## src/rtl/video_timing_gen.sv

```systemverilog
// video_timing_gen: raster timing generator producing sync pulses, visible-area
// flag, pixel coordinates, optional replicated (scaled) coordinates and
// line/frame strobes. Outputs are registered one enabled tick after the
// internal counters.
// Optional feature macro: VTG_SCALE_EN enables the x_scaled/y_scaled counters;
// without it both ports are tied to zero.
module video_timing_gen #(
  parameter int H_DISPLAY = 640,
  parameter int H_FRONT   = 16,
  parameter int H_SYNC    = 96,
  parameter int H_BACK    = 48,
  parameter int V_DISPLAY = 480,
  parameter int V_FRONT   = 10,
  parameter int V_SYNC    = 2,
  parameter int V_BACK    = 33,
  parameter bit HS_POL    = 1'b0,
  parameter bit VS_POL    = 1'b0,
  parameter int SCALE     = 10,
  parameter int CW        = 10,
  parameter int SW        = 6
) (
  input  logic          clk,
  input  logic          reset,
  input  logic          enable,
  output logic          h_sync,
  output logic          v_sync,
  output logic          display_en,
  output logic [CW-1:0] x,
  output logic [CW-1:0] y,
  output logic [SW-1:0] x_scaled,
  output logic [SW-1:0] y_scaled,
  output logic          line_start,
  output logic          frame_start
);

  localparam int H_TOTAL = H_DISPLAY + H_FRONT + H_SYNC + H_BACK;
  localparam int V_TOTAL = V_DISPLAY + V_FRONT + V_SYNC + V_BACK;
  // One spare bit of headroom so sync-end values equal to the total still fit.
  localparam int HCW = $clog2(H_TOTAL + 1);
  localparam int VCW = $clog2(V_TOTAL + 1);

  localparam logic [HCW-1:0] H_LAST   = HCW'(H_TOTAL - 1);
  localparam logic [HCW-1:0] H_VIS    = HCW'(H_DISPLAY);
  localparam logic [HCW-1:0] HS_START = HCW'(H_DISPLAY + H_FRONT);
  localparam logic [HCW-1:0] HS_END   = HCW'(H_DISPLAY + H_FRONT + H_SYNC);
  localparam logic [VCW-1:0] V_LAST   = VCW'(V_TOTAL - 1);
  localparam logic [VCW-1:0] V_VIS    = VCW'(V_DISPLAY);
  localparam logic [VCW-1:0] VS_START = VCW'(V_DISPLAY + V_FRONT);
  localparam logic [VCW-1:0] VS_END   = VCW'(V_DISPLAY + V_FRONT + V_SYNC);

  if (SCALE < 1 || SCALE > 16) begin : g_scale_chk
    $error("video_timing_gen: SCALE must lie in 1..16");
  end

  logic [HCW-1:0] hc_q, hc_d;
  logic [VCW-1:0] vc_q, vc_d;
  logic           h_wrap, v_wrap;

  logic           h_sync_q, v_sync_q, display_en_q, line_start_q, frame_start_q;
  logic           h_sync_d, v_sync_d, display_en_d, line_start_d, frame_start_d;
  logic [CW-1:0]  x_q, y_q, x_d, y_d;

  // Next raster position and the output values decoded from the current one.
  always_comb begin
    h_wrap = (hc_q == H_LAST);
    v_wrap = (vc_q == V_LAST);
    hc_d   = h_wrap ? '0 : hc_q + HCW'(1);
    vc_d   = vc_q;
    if (h_wrap) begin
      vc_d = v_wrap ? '0 : vc_q + VCW'(1);
    end
    h_sync_d      = ((hc_q >= HS_START) && (hc_q < HS_END)) ? HS_POL : ~HS_POL;
    v_sync_d      = ((vc_q >= VS_START) && (vc_q < VS_END)) ? VS_POL : ~VS_POL;
    display_en_d  = (hc_q < H_VIS) && (vc_q < V_VIS);
    line_start_d  = (hc_q == '0);
    frame_start_d = (hc_q == '0) && (vc_q == '0);
    x_d           = CW'(hc_q);
    y_d           = CW'(vc_q);
  end

  // Advance counters and register outputs on enabled ticks; reset wins.
  always_ff @(posedge clk) begin
    if (reset) begin
      hc_q          <= '0;
      vc_q          <= '0;
      h_sync_q      <= ~HS_POL;
      v_sync_q      <= ~VS_POL;
      display_en_q  <= 1'b0;
      line_start_q  <= 1'b0;
      frame_start_q <= 1'b0;
      x_q           <= '0;
      y_q           <= '0;
    end else if (enable) begin
      hc_q          <= hc_d;
      vc_q          <= vc_d;
      h_sync_q      <= h_sync_d;
      v_sync_q      <= v_sync_d;
      display_en_q  <= display_en_d;
      line_start_q  <= line_start_d;
      frame_start_q <= frame_start_d;
      x_q           <= x_d;
      y_q           <= y_d;
    end
  end

  assign h_sync      = h_sync_q;
  assign v_sync      = v_sync_q;
  assign display_en  = display_en_q;
  assign line_start  = line_start_q;
  assign frame_start = frame_start_q;
  assign x           = x_q;
  assign y           = y_q;

`ifdef VTG_SCALE_EN
  localparam int SCW = (SCALE > 1) ? $clog2(SCALE) : 1;
  localparam logic [SCW-1:0] SUB_LAST = SCW'(SCALE - 1);

  logic [SCW-1:0] hsub_q, hsub_d, vsub_q, vsub_d;
  logic [SW-1:0]  hsc_q, hsc_d, vsc_q, vsc_d;
  logic [SW-1:0]  x_scaled_q, y_scaled_q;

  // Replication sub-counters track hc/vc so hsc = hc/SCALE, vsc = vc/SCALE.
  always_comb begin
    hsub_d = hsub_q + SCW'(1);
    hsc_d  = hsc_q;
    if (h_wrap) begin
      hsub_d = '0;
      hsc_d  = '0;
    end else if (hsub_q == SUB_LAST) begin
      hsub_d = '0;
      hsc_d  = hsc_q + SW'(1);
    end
    vsub_d = vsub_q;
    vsc_d  = vsc_q;
    if (h_wrap) begin
      if (v_wrap) begin
        vsub_d = '0;
        vsc_d  = '0;
      end else if (vsub_q == SUB_LAST) begin
        vsub_d = '0;
        vsc_d  = vsc_q + SW'(1);
      end else begin
        vsub_d = vsub_q + SCW'(1);
      end
    end
  end

  // Scaled counters step with hc/vc; their outputs share the common latency.
  always_ff @(posedge clk) begin
    if (reset) begin
      hsub_q     <= '0;
      vsub_q     <= '0;
      hsc_q      <= '0;
      vsc_q      <= '0;
      x_scaled_q <= '0;
      y_scaled_q <= '0;
    end else if (enable) begin
      hsub_q     <= hsub_d;
      vsub_q     <= vsub_d;
      hsc_q      <= hsc_d;
      vsc_q      <= vsc_d;
      x_scaled_q <= hsc_q;
      y_scaled_q <= vsc_q;
    end
  end

  assign x_scaled = x_scaled_q;
  assign y_scaled = y_scaled_q;
`else
  assign x_scaled = '0;
  assign y_scaled = '0;
`endif

endmodule

```

## config.mk

```make
export PLATFORM = sky130hd
export DESIGN_NAME = video_timing_gen
export DESIGN_NICKNAME = d
export VERILOG_FILES = /design/src/rtl/video_timing_gen.sv
export SDC_FILE = /design/constraint.sdc
export NUM_CORES = 1
export LEC_CHECK = 0
export ABC_AREA = 1
export BUFFER_PORTS_ARGS = -buffer_cell sky130_fd_sc_hd__buf_2
export CAP_MARGIN = 5
export CORE_MARGIN = 1.5
export CORE_UTILIZATION = 50
export DETAILED_ROUTE_END_ITERATION = 10
export PLACE_DENSITY = 0.73
export SETUP_SLACK_MARGIN = 0.2
export SLEW_MARGIN = 20
export SYNTH_ARGS = -nofsm -noshare
export SYNTH_HDL_FRONTEND = slang
export SYNTH_SLANG_ARGS = --single-unit
```

## constraint.sdc

```tcl
create_clock -name clk -period 4.5 [get_ports clk]
set_clock_uncertainty 0.15 [all_clocks]
set_input_delay 0.225 -clock clk [delete_from_list [all_inputs] [get_ports clk]]
set_output_delay 0.225 -clock clk [all_outputs]
set_load 0.05 [all_outputs]
```

# ---- After elaboration in Yosys (flattened, before gate mapping)
# Index checks and enable logic that the tools add are counted.
dict set report totals {
  ff_bits 45
  mem_bits_ro 0
  output_inout_bits 37
  latch_bits 0
  word_cells 30
  ramBits 0
  n_memories 0
}
dict set report classes {
  eq_ne 2
  n_reduce_logical 7
  n_lt_le_gt_ge 6
  shifts 0
  muxes 4
  addsub 2
  n_div 0
  mul 0
  bitwise_logic 0
}
# cell count
set ops {}
lappend ops {{adder 10 x 1 -> 10 bit, second input constant} 2}
lappend ops {{== test 10 bit, second input constant} 2}
lappend ops {{logical NOT 10 bit} 2}
lappend ops {{less-than comparator 10 bit, second input constant} 2}
lappend ops {{less-than comparator 10 x 9 -> 1 bit, second input constant} 2}
lappend ops {{2-to-1 mux 10 bit} 2}
lappend ops {{greater-or-equal comparator 10 bit, second input constant} 1}
lappend ops {{greater-or-equal comparator 10 x 9 -> 1 bit, second input constant} 1}
lappend ops {{logical AND 1 bit} 4}
lappend ops {{2-to-1 mux 1 bit} 2}
lappend ops {{AND reduction 2 bit} 1}

# ---- Logic depth before layout (Yosys ltp)
# Gate-level depths: netlist of run 1.
dict set report depth {
  ltp_word 3
  depth_mapped 9
}

# ---- Worst setup path after synthesis of run 1
# No wires, ideal clock.
dict set report synth_path {
  path_kind {reg-to-reg}
  startpoint {reg hc_q[0]}
  endpoint {reg vc_q[9]}
  required_time_ps 4236
  period_less_slack_ps 1474
  path_buffers 0
  path_slack_ps 3026
  stages_incl_launch_ff 9
  arrival_ps 1210
  path_cell_list {dfxtp_1 > ha_1 > nand2_2 > nor2_4 > inv_2 > nor2_4 > nand3_2 > nor2_1 > nor2_2}
}
dict set report synth_via {
  elab_chain_len 2
}
# item line
set synth_rtl {}
lappend synth_rtl {{start: declaration} 55} ;# logic [HCW-1:0] hc_q, hc_d;
lappend synth_rtl {{start signal: assignment} 84} ;# hc_q <= '0;
lappend synth_rtl {{start signal: assignment} 94} ;# hc_q <= hc_d;
lappend synth_rtl {{== test 10 bit} 65} ;# h_wrap = (hc_q == H_LAST);
lappend synth_rtl {{AND reduction 2 bit (no source line)} n/a}
lappend synth_rtl {{end signal: assignment} 95} ;# vc_q <= vc_d;
lappend synth_rtl {{end: declaration} 56} ;# logic [VCW-1:0] vc_q, vc_d;
# No other way between the ends.
# A chain may end at the register's enable or synchronous reset.

# ---- Worst setup path in the final report of run 1
dict set report layout_path {
  startpoint {reg hc_q[1]}
  endpoint {reg vc_q[9]}
}
# The elaborated chain is that of the path after synthesis.

==> impl_table.tex, run 1 <==
\begin{tabular}{lr}
\hline
Metric & Value \\
\hline
\multicolumn{2}{l}{\textbf{Floorplanning}} \\
Number of top-level design ports & 40 \\
Placeable core region & $\sim$4100 um\^{}2 \\
Initial Util & 0.524 \\
Total Die Area & approximately 4700 um\^{}2 \\
Row Count & 23 \\
Die boundary width & around 70 um \\
Floorplan die height & 68.2 um \\
\multicolumn{2}{l}{\textbf{Routing}} \\
Total vias in the final route & about 1800 \\
Iteration-0 DRC Markers & 86 \\
DRC violation count after routing & 0 \\
Wire per inst & around 12 um \\
Per-cell via count in the routed design & between 5 and 6 \\
Final antenna-violating net count & 0 \\
DR pass1 iterations & 4 \\
Total length of routed wires & $\sim$4.4 mm \\
\multicolumn{2}{l}{\textbf{Logic synthesis}} \\
Synth Cell Area & 2130 um\^{}2 \\
Distinct cells, synth & 31 \\
Syn\_area\_per\_cell & $\sim$7.4 um\^{}2 \\
Number of synthesized register bits & 45 \\
Syn Inst Count & slightly below 300 \\
Number of warnings reported in the yosys synthesis log & 0 \\
Sequential element share of the synthesized area & 0.424 \\
\multicolumn{2}{l}{\textbf{Critical path}} \\
Stage delay of the slowest cell on the critical path & between 0.3 and 0.4 ns \\
Worst path depth & 8 \\
Critical path required time & between 4 and 5 ns \\
Number of cells on the worst reg-to-reg path & 8 \\
Critical Path Sink Type & flop \\
Top cell by count, worst path & sky130\_fd\_sc\_hd\_\_nand2\_4 \\
Crit-path leading delay family & simple AND/OR/NAND/NOR gates \\
Crit-path max FO & 6 \\
Crit path buffers/inverters & 0 \\
Worst setup path category & flop to flop \\
Cell with the largest stage delay on the worst path & sky130\_fd\_sc\_hd\_\_dfxtp\_1 \\
Data arrival time of the worst path & around 1.7 ns \\
Worst path cell trace & ha\_1, nand2\_2, nor2\_4, nand3\_2, nand2\_4, nand2\_4, nand2\_1, nor2\_2 \\
Worst setup SP type & flop \\
\multicolumn{2}{l}{\textbf{Placed design}} \\
Total placed instance area & between 2000 and 2500 um\^{}2 \\
Post-detail-place hpwl & about 3.3 mm \\
Gpl congestion & around 0.94 \\
Count of buffers from port buffering & 27 \\
\multicolumn{2}{l}{\textbf{Clocking}} \\
Buffers inserted by post-CTS timing repair & 0 \\
Worst-skew pair later-pin latency & slightly below 0.3 ns \\
Number of clock sinks seen by CTS & 45 \\
Maximum level of the CTS H-tree & 2 \\
Clock tree from TritonCTS & done \\
Count of cells resized by post-cts repair & 0 \\
Clock transition time at the flip-flop clock pins of the worst setup and hold paths & roughly 0.080 ns \\
TritonCTS Buffers & 5 \\
Longest Clk Path Bufs & 2 \\
Post-cts hold buffer count & 0 \\
CTS root buf & sky130\_fd\_sc\_hd\_\_clkbuf\_8 \\
\multicolumn{2}{l}{\textbf{STA}} \\
Max-slew headroom & 0.547 \\
Crit path time final & between 1.5 and 2 ns \\
RSZ-0062 raised after global routing & false \\
Total setup violations reported at the end of the flow & 0 \\
Achievable frequency & 608 MHz \\
Slew at the pin closest to its max-slew limit & about 0.68 ns \\
Max-slew violations & 0 \\
Post-Route Setup TNS & 0 ns \\
Final Hold Violating Endpoints & 0 \\
Final period utilization & 0.365 \\
\multicolumn{2}{l}{\textbf{Global routing}} \\
Grt ovf & 0 \\
Initial antenna violation count & 0 \\
Overall routing resource usage & 0.212 \\
Via count of the first global-routing pass & around 1700 \\
Maximum number of pins on one net before global-route repair & 44 \\
Global-route wire length before repair & approximately 7.3 mm \\
\multicolumn{2}{l}{\textbf{Cells and area}} \\
Top library cells by usage in the layout, fill and taps aside & sky130\_fd\_sc\_hd\_\_nand2\_1, sky130\_fd\_sc\_hd\_\_dfxtp\_1, sky130\_fd\_sc\_hd\_\_nor2\_1 \\
Commonest non-fill, non-tap cell in the layout & sky130\_fd\_sc\_hd\_\_nand2\_1 \\
Area Growth Syn to Fin & 8.76\% \\
Share of post-route cells with drive strength above 1 & 0.166 \\
Antenna fix cells & 0 \\
Area of all placed cells without fillers & roughly 2300 um\^{}2 \\
Count of nets after finishing & approximately 320 \\
\multicolumn{2}{l}{\textbf{Power and ir drop}} \\
Overall Power & between 0.7 and 0.8 mW \\
PD cells & approximately 330 nW/um\^{}2 \\
Pleak & 0.993 nW \\
Maximum resistive drop on vdd & roughly 0.00019 V \\
\multicolumn{2}{l}{\textbf{Run}} \\
Count of maximum capacitance violations & 0 \\
\multicolumn{2}{l}{\textbf{Worst hold path}} \\
Type of the worst min-delay path & primary input to flop \\
Instance count along the most critical hold path & 2 \\
\multicolumn{2}{l}{\textbf{Outcome}} \\
Status & finished, final reports clean \\
\hline
\end{tabular}
## cell type report
| type | instances | area, um^2 |
|---|---|---|
| Fill cell | 404 | 1740 |
| Multi-Input combinational cell | 205 | 1030 |
| Sequential cell | 45 | 901 |
| Timing Repair Buffer | 27 | 135 |
| Inverter | 29 | 109 |
| Clock buffer | 8 | 80.1 |
| Tap cell | 50 | 62.6 |
## state kept, by name (all words and copies together), names as in the netlist
signal / count
x: 10
hc_q: 10
h_sync: 1
v_sync: 1
line_start: 1
display_en: 1
vc_q: 10
frame_start: 1
y: 10
## worst paths after layout
path / from / to / slack (ns)
setup / recovery: hc_q[1] / vc_q[9] / 2.86
hold / removal: reset / display_en / 0.14
setup reg to reg: hc_q[1] / vc_q[9] / 2.86
hold reg to reg: x[0] / x[0] / 0.31
## power breakdown
group          internal (mW)  leakage [nW]  switching, mW  total [mW]
clock                  0.110        0.0395          0.124       0.234
sequential             0.411         0.367        0.00634       0.418
combinational         0.0194         0.586         0.0919       0.111
total                  0.541         0.993          0.222       0.763
## layer usage
metal,share of wire,global-route usage,wire (um),vias up
li1,-,-,-,970
met2,0.47,0.347,2050,32
met3,0.040,0.0559,176,10
met4,0.027,0.100,121,0
met1,0.47,0.259,2050,818
met5,0,0,0,-
## cell usage after synthesis
cell,instances,area (um^2)
sky130_fd_sc_hd__a211oi_1,1,7.51
sky130_fd_sc_hd__a21oi_1,30,150
sky130_fd_sc_hd__buf_1,2,7.51
sky130_fd_sc_hd__buf_2,1,5.00
sky130_fd_sc_hd__buf_4,12,90.1
sky130_fd_sc_hd__buf_6,1,11.3
sky130_fd_sc_hd__clkbuf_1,5,18.8
sky130_fd_sc_hd__conb_1,1,3.75
sky130_fd_sc_hd__dfxtp_1,45,901
sky130_fd_sc_hd__ha_1,5,62.6
sky130_fd_sc_hd__inv_1,25,93.8
sky130_fd_sc_hd__inv_2,4,15.0
sky130_fd_sc_hd__nand2_1,51,191
sky130_fd_sc_hd__nand2_2,1,6.26
sky130_fd_sc_hd__nand2_4,3,33.8
sky130_fd_sc_hd__nand3_1,13,65.1
sky130_fd_sc_hd__nand3_2,3,30.0
sky130_fd_sc_hd__nand4_1,3,18.8
sky130_fd_sc_hd__nor2_1,36,135
sky130_fd_sc_hd__nor2_2,6,37.5
sky130_fd_sc_hd__nor2_4,2,22.5
sky130_fd_sc_hd__nor2b_1,1,6.26
sky130_fd_sc_hd__nor3_1,10,50.1
sky130_fd_sc_hd__nor3b_2,1,12.5
sky130_fd_sc_hd__nor4_1,1,6.26
sky130_fd_sc_hd__o2111ai_1,2,17.5
sky130_fd_sc_hd__o21ai_0,18,90.1
sky130_fd_sc_hd__o21ai_1,3,15.0
sky130_fd_sc_hd__o21bai_1,1,7.51
sky130_fd_sc_hd__o22ai_1,1,6.26
sky130_fd_sc_hd__xor2_1,1,8.76
## per-stage QoR
stage               cells   util  hold WS [ns]  setup slack [ns]
global route          364  0.570         0.148              2.65
global placement      356  0.550         0.298              2.56
finish                364  0.570         0.141              2.86
floorplan             300      -         0.153              3.03
CTS                   364  0.570         0.145              2.84
detailed placement    356  0.550         0.307              2.54
## logic make-up (layout without fill, tap and decap cells)
kind of cell / Yosys count / after routing / synth area share
AOI/OAI and AO/OA: 56 / 56 / 0.138
xor gates and xnor gates: 1 / 1 / 0.00412
adders and majority gates: 5 / 5 / 0.0294
buffers and inverters: 50 / 64 / 0.114
DFF: 45 / 45 / 0.424
other: 1 / 12 / 0.00176
and+or+nand+nor: 131 / 131 / 0.289
(Power assumes the default switching activity.)
==> run 2: changes to the inputs <==
Clock period 4.5 ns to 1.7 ns, I/O delays scaled along.
==> run 2 against run 1 <==
- sequential share of layout area down 3.5 points
- count of clock-buffer cells in the layout down 1
- total power rose to 2.9 times the previous value
- first-iteration DRC count up 35%
- critical path type unchanged
- critical endpoint unchanged
- largest power group unchanged
==> impl_table.tex, run 2 (synthesized netlist as in run 1, its figures left out) <==
\begin{tabular}{lr}
\hline
Metric & Value \\
\hline
\multicolumn{2}{l}{\textbf{Clocking}} \\
Maximum level of the CTS H-tree & 2 (unchanged) \\
Worst-skew pair later-pin latency & 0.31 ns (+0.02 ns) \\
TritonCTS Buffers & 5 (unchanged) \\
CTS root buf & sky130\_fd\_sc\_hd\_\_clkbuf\_8 \\
Longest Clk Path Bufs & 2 (unchanged) \\
Number of clock sinks seen by CTS & 45 (unchanged) \\
Clock transition time at the flip-flop clock pins of the worst setup and hold paths & 0.08 ns (about the same) \\
Clock tree from TritonCTS & done \\
\multicolumn{2}{l}{\textbf{Routing}} \\
Total length of routed wires & 4.80 mm (+9.0\%) \\
Per-cell via count in the routed design & 5.04 (+0.34\%) \\
Iteration-0 DRC Markers & 116 (+35\%) \\
Wire per inst & 12.6 um (+3.9\%) \\
Highest metal layer used by the detailed router & met4 \\
Total vias in the final route & 1927 (+5.3\%) \\
Met2 routed WL & 2.37 mm (+15\%) \\
Final antenna-violating net count & 0 (unchanged) \\
DRC violation count after routing & 0 (unchanged) \\
Sum of routed wire segments on met1 & 2.16 mm (+5.4\%) \\
Detailed route wirelength on metal3 & 173 um (-1.7\%) \\
DR pass1 iterations & 4 (unchanged) \\
\multicolumn{2}{l}{\textbf{Placed design}} \\
Gpl congestion & 0.946 (+0.90\%) \\
Post-detail-place hpwl & 3.31 mm (+1.3\%) \\
Dpl ws & 0.0626 ns (-2.48 ns) \\
Count of buffers from port buffering & 27 (unchanged) \\
Total placed instance area & 2290 um\^{}2 (+2.7\%) \\
\multicolumn{2}{l}{\textbf{Worst hold path}} \\
Hold path startpoint & enable \\
Type of the worst min-delay path & primary input to flop \\
\multicolumn{2}{l}{\textbf{Global routing}} \\
Initial antenna violation count & 0 (unchanged) \\
Via count of the first global-routing pass & 1730 (+2.1\%) \\
Maximum number of pins on one net before global-route repair & 15 (-66\%) \\
Overall routing resource usage & 0.223 (+0.0114) \\
Grt ovf & 0 (unchanged) \\
Global-route wire length before repair & 7.67 mm (+5.1\%) \\
\multicolumn{2}{l}{\textbf{Critical path}} \\
Cell with the largest stage delay on the worst path & sky130\_fd\_sc\_hd\_\_dfxtp\_2 \\
Critical path required time & 1.76 ns (-2.78 ns) \\
Worst setup SP type & flop \\
Launching point of the worst reg2reg path & hc\_q[0] \\
Stage delay of the slowest cell on the critical path & 0.36 ns (-0.02 ns) \\
Worst path cell trace & ha\_4, nand2\_4, nor2\_4, buf\_4, nand3\_4, nand2\_4, nand2\_4, nand2\_2, nor2\_2 \\
Critical Path Sink Type & flop \\
Top cell by count, worst path & sky130\_fd\_sc\_hd\_\_nand2\_4 \\
Worst setup path category & flop to flop \\
Crit-path max FO & 6 (unchanged) \\
Data arrival time of the worst path & 1.63 ns (-0.06 ns) \\
CP Launch Point & hc\_q[0] \\
\multicolumn{2}{l}{\textbf{Cells and area}} \\
Top library cells by usage in the layout, fill and taps aside & sky130\_fd\_sc\_hd\_\_nand2\_1, sky130\_fd\_sc\_hd\_\_dfxtp\_1, sky130\_fd\_sc\_hd\_\_nor2\_1 \\
Share of post-route cells with drive strength above 1 & 0.268 (+0.102) \\
Antenna fix cells & 0 (unchanged) \\
Area of all placed cells without fillers & 2570 um\^{}2 (+11\%) \\
Count of nets after finishing & 339 (+5.6\%) \\
Area Growth Syn to Fin & 20.8\% \\
Number of filler instances in the final layout & 371 (-8.2\%) \\
Commonest non-fill, non-tap cell in the layout & sky130\_fd\_sc\_hd\_\_nand2\_1 \\
\multicolumn{2}{l}{\textbf{STA}} \\
Post-Route Setup TNS & 0 ns (unchanged) \\
Final period utilization & 0.922 (+0.557) \\
Crit path time final & 1.57 ns (-0.0763 ns) \\
Final Hold Violating Endpoints & 0 (unchanged) \\
Achievable frequency & 638 MHz (+4.9\%) \\
RSZ-0062 raised after global routing & true \\
Min Hold Slack & 0.0296 ns (-0.111 ns) \\
Max-slew violations & 0 (unchanged) \\
Min setup slack post-route & 0.133 ns (-2.72 ns) \\
Total setup violations reported at the end of the flow & 0 (unchanged) \\
\multicolumn{2}{l}{\textbf{Outcome}} \\
Status & finished, final reports clean \\
\multicolumn{2}{l}{\textbf{Floorplanning}} \\
Row Count & 23 (unchanged) \\
Total Die Area & 4650 um\^{}2 (unchanged) \\
Initial Util & 0.524 (unchanged) \\
Floorplan die height & 68.2 um (unchanged) \\
Die boundary width & 68.2 um (unchanged) \\
Placeable core region & 4060 um\^{}2 (unchanged) \\
Number of top-level design ports & 40 (unchanged) \\
\multicolumn{2}{l}{\textbf{Power and ir drop}} \\
Net switching power & 0.644 mW (+190\%) \\
Maximum resistive drop on vdd & 0.000631 V (+230\%) \\
P\_int & 1.53 mW (+180\%) \\
Overall Power & 2.17 mW (+190\%) \\
PD cells & 846 nW/um\^{}2 (+160\%) \\
Sequential Power Share & 0.508 (-0.039) \\
Gate power share & 0.153 (+0.007) \\
Pleak & 1.11 nW (+12\%) \\
Fraction of power spent switching nets & 0.296 (+0.00530) \\
Clock power frac & 0.339 (+0.032) \\
\multicolumn{2}{l}{\textbf{Run}} \\
Count of maximum capacitance violations & 0 (unchanged) \\
\hline
\end{tabular}
==> run 2: cell types whose count changed in the layout (fill, tap and decap cells not counted), sizes merged <==
cell         delta
clkinv          +1
buf            +16
inv             -1
clkbuf          -1
dlygate4sd3     +2
clkinvlp        +1
==> run 2: through the flow <==
| stage | std cells | util |
|---|---|---|
| after CTS | 377 | 0.611 |
| after detailed placement | 364 | 0.565 |
| final | 382 | 0.633 |
| after floorplan | 300 | - |
| after global placement | 364 | 0.565 |
| after global routing | 382 | 0.633 |
==> run 2: worst paths after layout <==
path | cells past startpoint | slack, ns | end
setup / recovery | 9 | 0.13 | vc_q[9]
hold / removal | 3 | 0.03 | x[3]
setup reg to reg | 9 | 0.13 | vc_q[9]
hold reg to reg | 2 | 0.31 | x[0]
==> run 2: final cells by class <==
type	instances	area, um^2	share of cell area
well taps	50	62.6	0.0243
clock buffers	7	96.3	0.0375
multi-input cells	205	1100	0.430
inverters	29	113	0.0438
flip-flops and latches	45	910	0.354
repair buffers	45	279	0.109
clock inverters	1	5.00	0.00195
==> run 2: metal layers <==
metal,global-route usage,vias to the layer above
met1,0.271,876
met3,0.0592,10
li1,-,1006
met4,0.0875,0
met5,0,-
met2,0.376,35
==> run 2: power by group through the flow <==
| stage | logic [mW] | clock network [mW] | registers [mW] |
|---|---|---|---|
| after CTS | 0.322 | 0.744 | 1.11 |
| after floorplan | 0.162 | 0 | 1.24 |
| after detailed placement | 0.309 | 0 | 1.13 |
| final | 0.332 | 0.738 | 1.11 |
| after global placement | 0.306 | 0 | 1.13 |
| after global routing | 0.358 | 0.778 | 1.11 |
==> run 2: worst max-delay path: cells and delay by family, from the launching register on <==
| kind | cells | cell delay [ns] |
|---|---|---|
| and+or+nand+nor | 7 | 0.67 |
| DFF | 1 | 0.36 |
| adders and majority gates | 1 | 0.15 |
| buffers and inverters | 1 | 0.14 |
==> run 2: what timing repair did <==
item | CTS | global route
gates resized for setup | 10 | 17
hold buffers | 2 | 0
endpoints found under the hold margin | 2 | 0
setup buffers | 3 | 5
endpoints found under the setup margin | 13 | 16
pin swaps | 3 | 5
==> run 3: changes to the inputs <==
Settings changed: ABC_AREA 1 to default, SKIP_CTS_REPAIR_TIMING from default to 1.
==> run 3 against run 2 <==
- sequential share of layout area is 0.48 points lower
- die area is 0.57% lower
- register-to-register slack worse by 0.13 ns
- count of clock-buffer cells in the layout stayed put
- synthesized area is 0.59% lower
- clock power is 2% higher
- combinational power is 44% lower
- synthesized cell count is 21% lower
==> impl_table.tex, run 3 <==
\begin{tabular}{lr}
\hline
Metric & Value \\
\hline
\multicolumn{2}{l}{\textbf{Placed design}} \\
Count of buffers from port buffering & 27 (unchanged) \\
Total placed instance area & 2430 um\^{}2 (+5.9\%) \\
Dpl ws & -0.0301 ns (-0.0927 ns) \\
Gpl congestion & 0.842 (-11\%) \\
Cell total after placement & 314 (-14\%) \\
Post-detail-place hpwl & 3.28 mm (-0.80\%) \\
\multicolumn{2}{l}{\textbf{Logic synthesis}} \\
Top flip-flop cell by instance count after synthesis & sky130\_fd\_sc\_hd\_\_dfxtp\_1 \\
Portion of netlist area occupied by mux cells & 0.0994 (+0.0994) \\
Synth cell count leaders & sky130\_fd\_sc\_hd\_\_dfxtp\_1, sky130\_fd\_sc\_hd\_\_nor2\_1, sky130\_fd\_sc\_hd\_\_mux2i\_1 \\
Number of warnings reported in the yosys synthesis log & 0 (unchanged) \\
Synth Area in Compound Gates & 0.0462 (-0.0921) \\
Post-synthesis simple-gate area fraction & 0.259 (-0.0302) \\
Ranking of synthesized cells by area & sky130\_fd\_sc\_hd\_\_dfxtp\_1, sky130\_fd\_sc\_hd\_\_mux2i\_1, sky130\_fd\_sc\_hd\_\_nor2\_1 \\
Adder-cell area share of the yosys netlist & 0.0296 (+0.000174) \\
Distinct cells, synth & 45 (+45\%) \\
Sequential element share of the synthesized area & 0.426 (+0.00251) \\
XOR/XNOR Fraction of Synth Area & 0.0538 (+0.0497) \\
Synth Cell Area & 2110 um\^{}2 (-0.59\%) \\
Top cell type's share of synthesized area & 0.426 (+0.00251) \\
Leading cell type by number of instances after synthesis & sky130\_fd\_sc\_hd\_\_dfxtp\_1 \\
Largest family of logic cells by synthesized area & simple AND/OR/NAND/NOR gates \\
Fraction of synthesis flops using an asynchronous set or reset pin & 0 (unchanged) \\
Number of synthesized register bits & 45 (unchanged) \\
Syn\_area\_per\_cell & 9.27 um\^{}2 (+26\%) \\
Syn Inst Count & 228 (-21\%) \\
Cell taking the most area after synthesis & sky130\_fd\_sc\_hd\_\_dfxtp\_1 \\
Post-synth EDFFs & 0 (unchanged) \\
\multicolumn{2}{l}{\textbf{STA}} \\
Crit path time final & 1.69 ns (+0.127 ns) \\
Min Hold Slack & 0.00774 ns (-0.0219 ns) \\
Total setup violations reported at the end of the flow & 0 (unchanged) \\
Post-Route Setup TNS & 0 ns (unchanged) \\
Min setup slack post-route & 0.00510 ns (-0.127 ns) \\
Max-slew violations & 0 (unchanged) \\
Final period utilization & 0.997 (+0.0750) \\
Achievable frequency & 590 MHz (-7.5\%) \\
RSZ-0062 raised after global routing & true \\
Final Hold Violating Endpoints & 0 (unchanged) \\
\multicolumn{2}{l}{\textbf{Clocking}} \\
TritonCTS Buffers & 5 (unchanged) \\
Longest Clk Path Bufs & 2 (unchanged) \\
Worst-skew pair later-pin latency & 0.31 ns (about the same) \\
Maximum level of the CTS H-tree & 2 (unchanged) \\
Number of clock sinks seen by CTS & 45 (unchanged) \\
Clock transition time at the flip-flop clock pins of the worst setup and hold paths & 0.08 ns (about the same) \\
CTS root buf & sky130\_fd\_sc\_hd\_\_clkbuf\_8 \\
Clock tree from TritonCTS & done \\
\multicolumn{2}{l}{\textbf{Critical path}} \\
Critical path required time & 1.80 ns (+0.04 ns) \\
Data arrival time of the worst path & 1.79 ns (+0.16 ns) \\
Critical Path Sink Type & flop \\
Crit-path max FO & 5 (-1) \\
Worst setup SP type & flop \\
Worst setup path category & flop to flop \\
Register-to-register setup slack & 0.005 ns (-0.13 ns) \\
\multicolumn{2}{l}{\textbf{Routing}} \\
Total length of routed wires & 4.61 mm (-3.9\%) \\
DRC violation count after routing & 0 (unchanged) \\
Iteration-0 DRC Markers & 127 (+9.5\%) \\
DR pass1 iterations & 4 (unchanged) \\
Final antenna-violating net count & 0 (unchanged) \\
Per-cell via count in the routed design & 5.34 (+5.8\%) \\
Total vias in the final route & 1746 (-9.4\%) \\
Wire per inst & 14.1 um (+12\%) \\
\multicolumn{2}{l}{\textbf{Power and ir drop}} \\
Fraction of power spent switching nets & 0.260 (-0.0366) \\
Sequential Power Share & 0.534 (+0.026) \\
Clock power frac & 0.374 (+0.035) \\
P\_int & 1.49 mW (-2.7\%) \\
PD cells & 762 nW/um\^{}2 (-10\%) \\
Overall Power & 2.01 mW (-7.5\%) \\
Pleak & 1.22 nW (+9.4\%) \\
Net switching power & 0.522 mW (-19\%) \\
Maximum resistive drop on vdd & 0.000460 V (-27\%) \\
Gate power share & 0.092 (-0.061) \\
\multicolumn{2}{l}{\textbf{Cells and area}} \\
Multi-input logic area & 1170 um\^{}2 (+5.8\%) \\
Area of all placed cells without fillers & 2640 um\^{}2 (+2.8\%) \\
Antenna fix cells & 0 (unchanged) \\
Share of post-route cells with drive strength above 1 & 0.339 (+0.0713) \\
Number of filler instances in the final layout & 343 (-7.5\%) \\
Count of nets after finishing & 284 (-16\%) \\
Post-route non-filler standard cell count & 327 (-14\%) \\
Area Growth Syn to Fin & 24.9\% \\
Final core area utilization & 0.656 (+0.0222) \\
Storage element area & 922 um\^{}2 (+1.4\%) \\
Top library cells by usage in the layout, fill and taps aside & sky130\_fd\_sc\_hd\_\_nor2\_1, sky130\_fd\_sc\_hd\_\_dfxtp\_1, sky130\_fd\_sc\_hd\_\_buf\_4 \\
\multicolumn{2}{l}{\textbf{Floorplanning}} \\
Row Count & 23 (unchanged) \\
Die boundary width & 68.0 um (-0.29\%) \\
Initial Util & 0.525 (+0.000639) \\
Number of top-level design ports & 40 (unchanged) \\
Total Die Area & 4630 um\^{}2 (-0.57\%) \\
Placeable core region & 4030 um\^{}2 (-0.71\%) \\
Floorplan die height & 68.0 um (-0.29\%) \\
\multicolumn{2}{l}{\textbf{Global routing}} \\
Via count of the first global-routing pass & 1543 (-11\%) \\
Grt ovf & 0 (unchanged) \\
Global-route wire length before repair & 7.51 mm (-2.2\%) \\
Maximum number of pins on one net before global-route repair & 22 (+7) \\
Initial antenna violation count & 0 (unchanged) \\
Overall routing resource usage & 0.222 (-0.00169) \\
\multicolumn{2}{l}{\textbf{Worst hold path}} \\
Type of the worst min-delay path & primary input to flop \\
\multicolumn{2}{l}{\textbf{Outcome}} \\
Status & finished, final reports clean \\
\multicolumn{2}{l}{\textbf{Run}} \\
Count of maximum capacitance violations & 0 (unchanged) \\
\hline
\end{tabular}
run 3: cell types whose count changed after synthesis, sizes merged, moves of 9 or more:
cell / change
a21oi: -21
nand2: -50
inv: -25
mux2i: +21
o21ai: -17
xor2: +9
nor2: -12
run 3: cells by family (layout without fill, tap and decap cells):
logic type | Yosys count | in the layout
flip-flops | 45 | 45
XOR/XNOR | 13 | 13
buffers and inverters | 31 | 69
other | 1 | 12
AND/OR/NAND/NOR | 95 | 95
multiplexers | 21 | 21
AO/OA/AOI/OAI | 17 | 17
adder cells (fa/ha/maj) | 5 | 5
run 3: area by class of cell:
| cell class | instances | area share |
|---|---|---|
| multi-input cells | 163 | 0.442 |
| clock inverters | 1 | 0.00332 |
| clock buffers | 7 | 0.0369 |
| repair buffers | 57 | 0.139 |
| inverters | 4 | 0.00568 |
| well taps | 50 | 0.0237 |
| flip-flops and latches | 45 | 0.349 |
run 3: worst paths after layout:
| path | startpoint | endpoint | cells past startpoint |
|---|---|---|---|
| hold reg to reg | line_start | line_start | 2 |
| setup reg to reg | hc_q[1] | vc_q[7] | 5 |
| setup / recovery | hc_q[1] | vc_q[7] | 5 |
| hold / removal | enable | hc_q[1] | 3 |
run 3: power groups by stage:
| stage | Sequential [mW] | Clock (mW) | Combinational [mW] |
|---|---|---|---|
| global route | 1.08 | 0.807 | 0.198 |
| finish | 1.07 | 0.752 | 0.185 |
| global placement | 1.10 | 0 | 0.180 |
| floorplan | 1.13 | 0 | 0.143 |
| detailed placement | 1.10 | 0 | 0.181 |
| CTS | 1.08 | 0.771 | 0.182 |
run 3: worst max-delay path, cell delays in order (launching register included):
cell and delay [ns]:
sky130_fd_sc_hd__dfxtp_4 0.39, sky130_fd_sc_hd__ha_4 0.17, sky130_fd_sc_hd__and4_4 0.22, sky130_fd_sc_hd__nand4_1 0.20, sky130_fd_sc_hd__or3_4 0.39, sky130_fd_sc_hd__a21oi_2 0.12
run 3: layer usage:
| metal | part of all wire | global-route usage | wire, um |
|---|---|---|---|
| met5 | 0 | 0 | 0 |
| met4 | 0.017 | 0.0900 | 80 |
| met3 | 0.040 | 0.0543 | 186 |
| met2 | 0.47 | 0.345 | 2150 |
| met1 | 0.48 | 0.294 | 2200 |
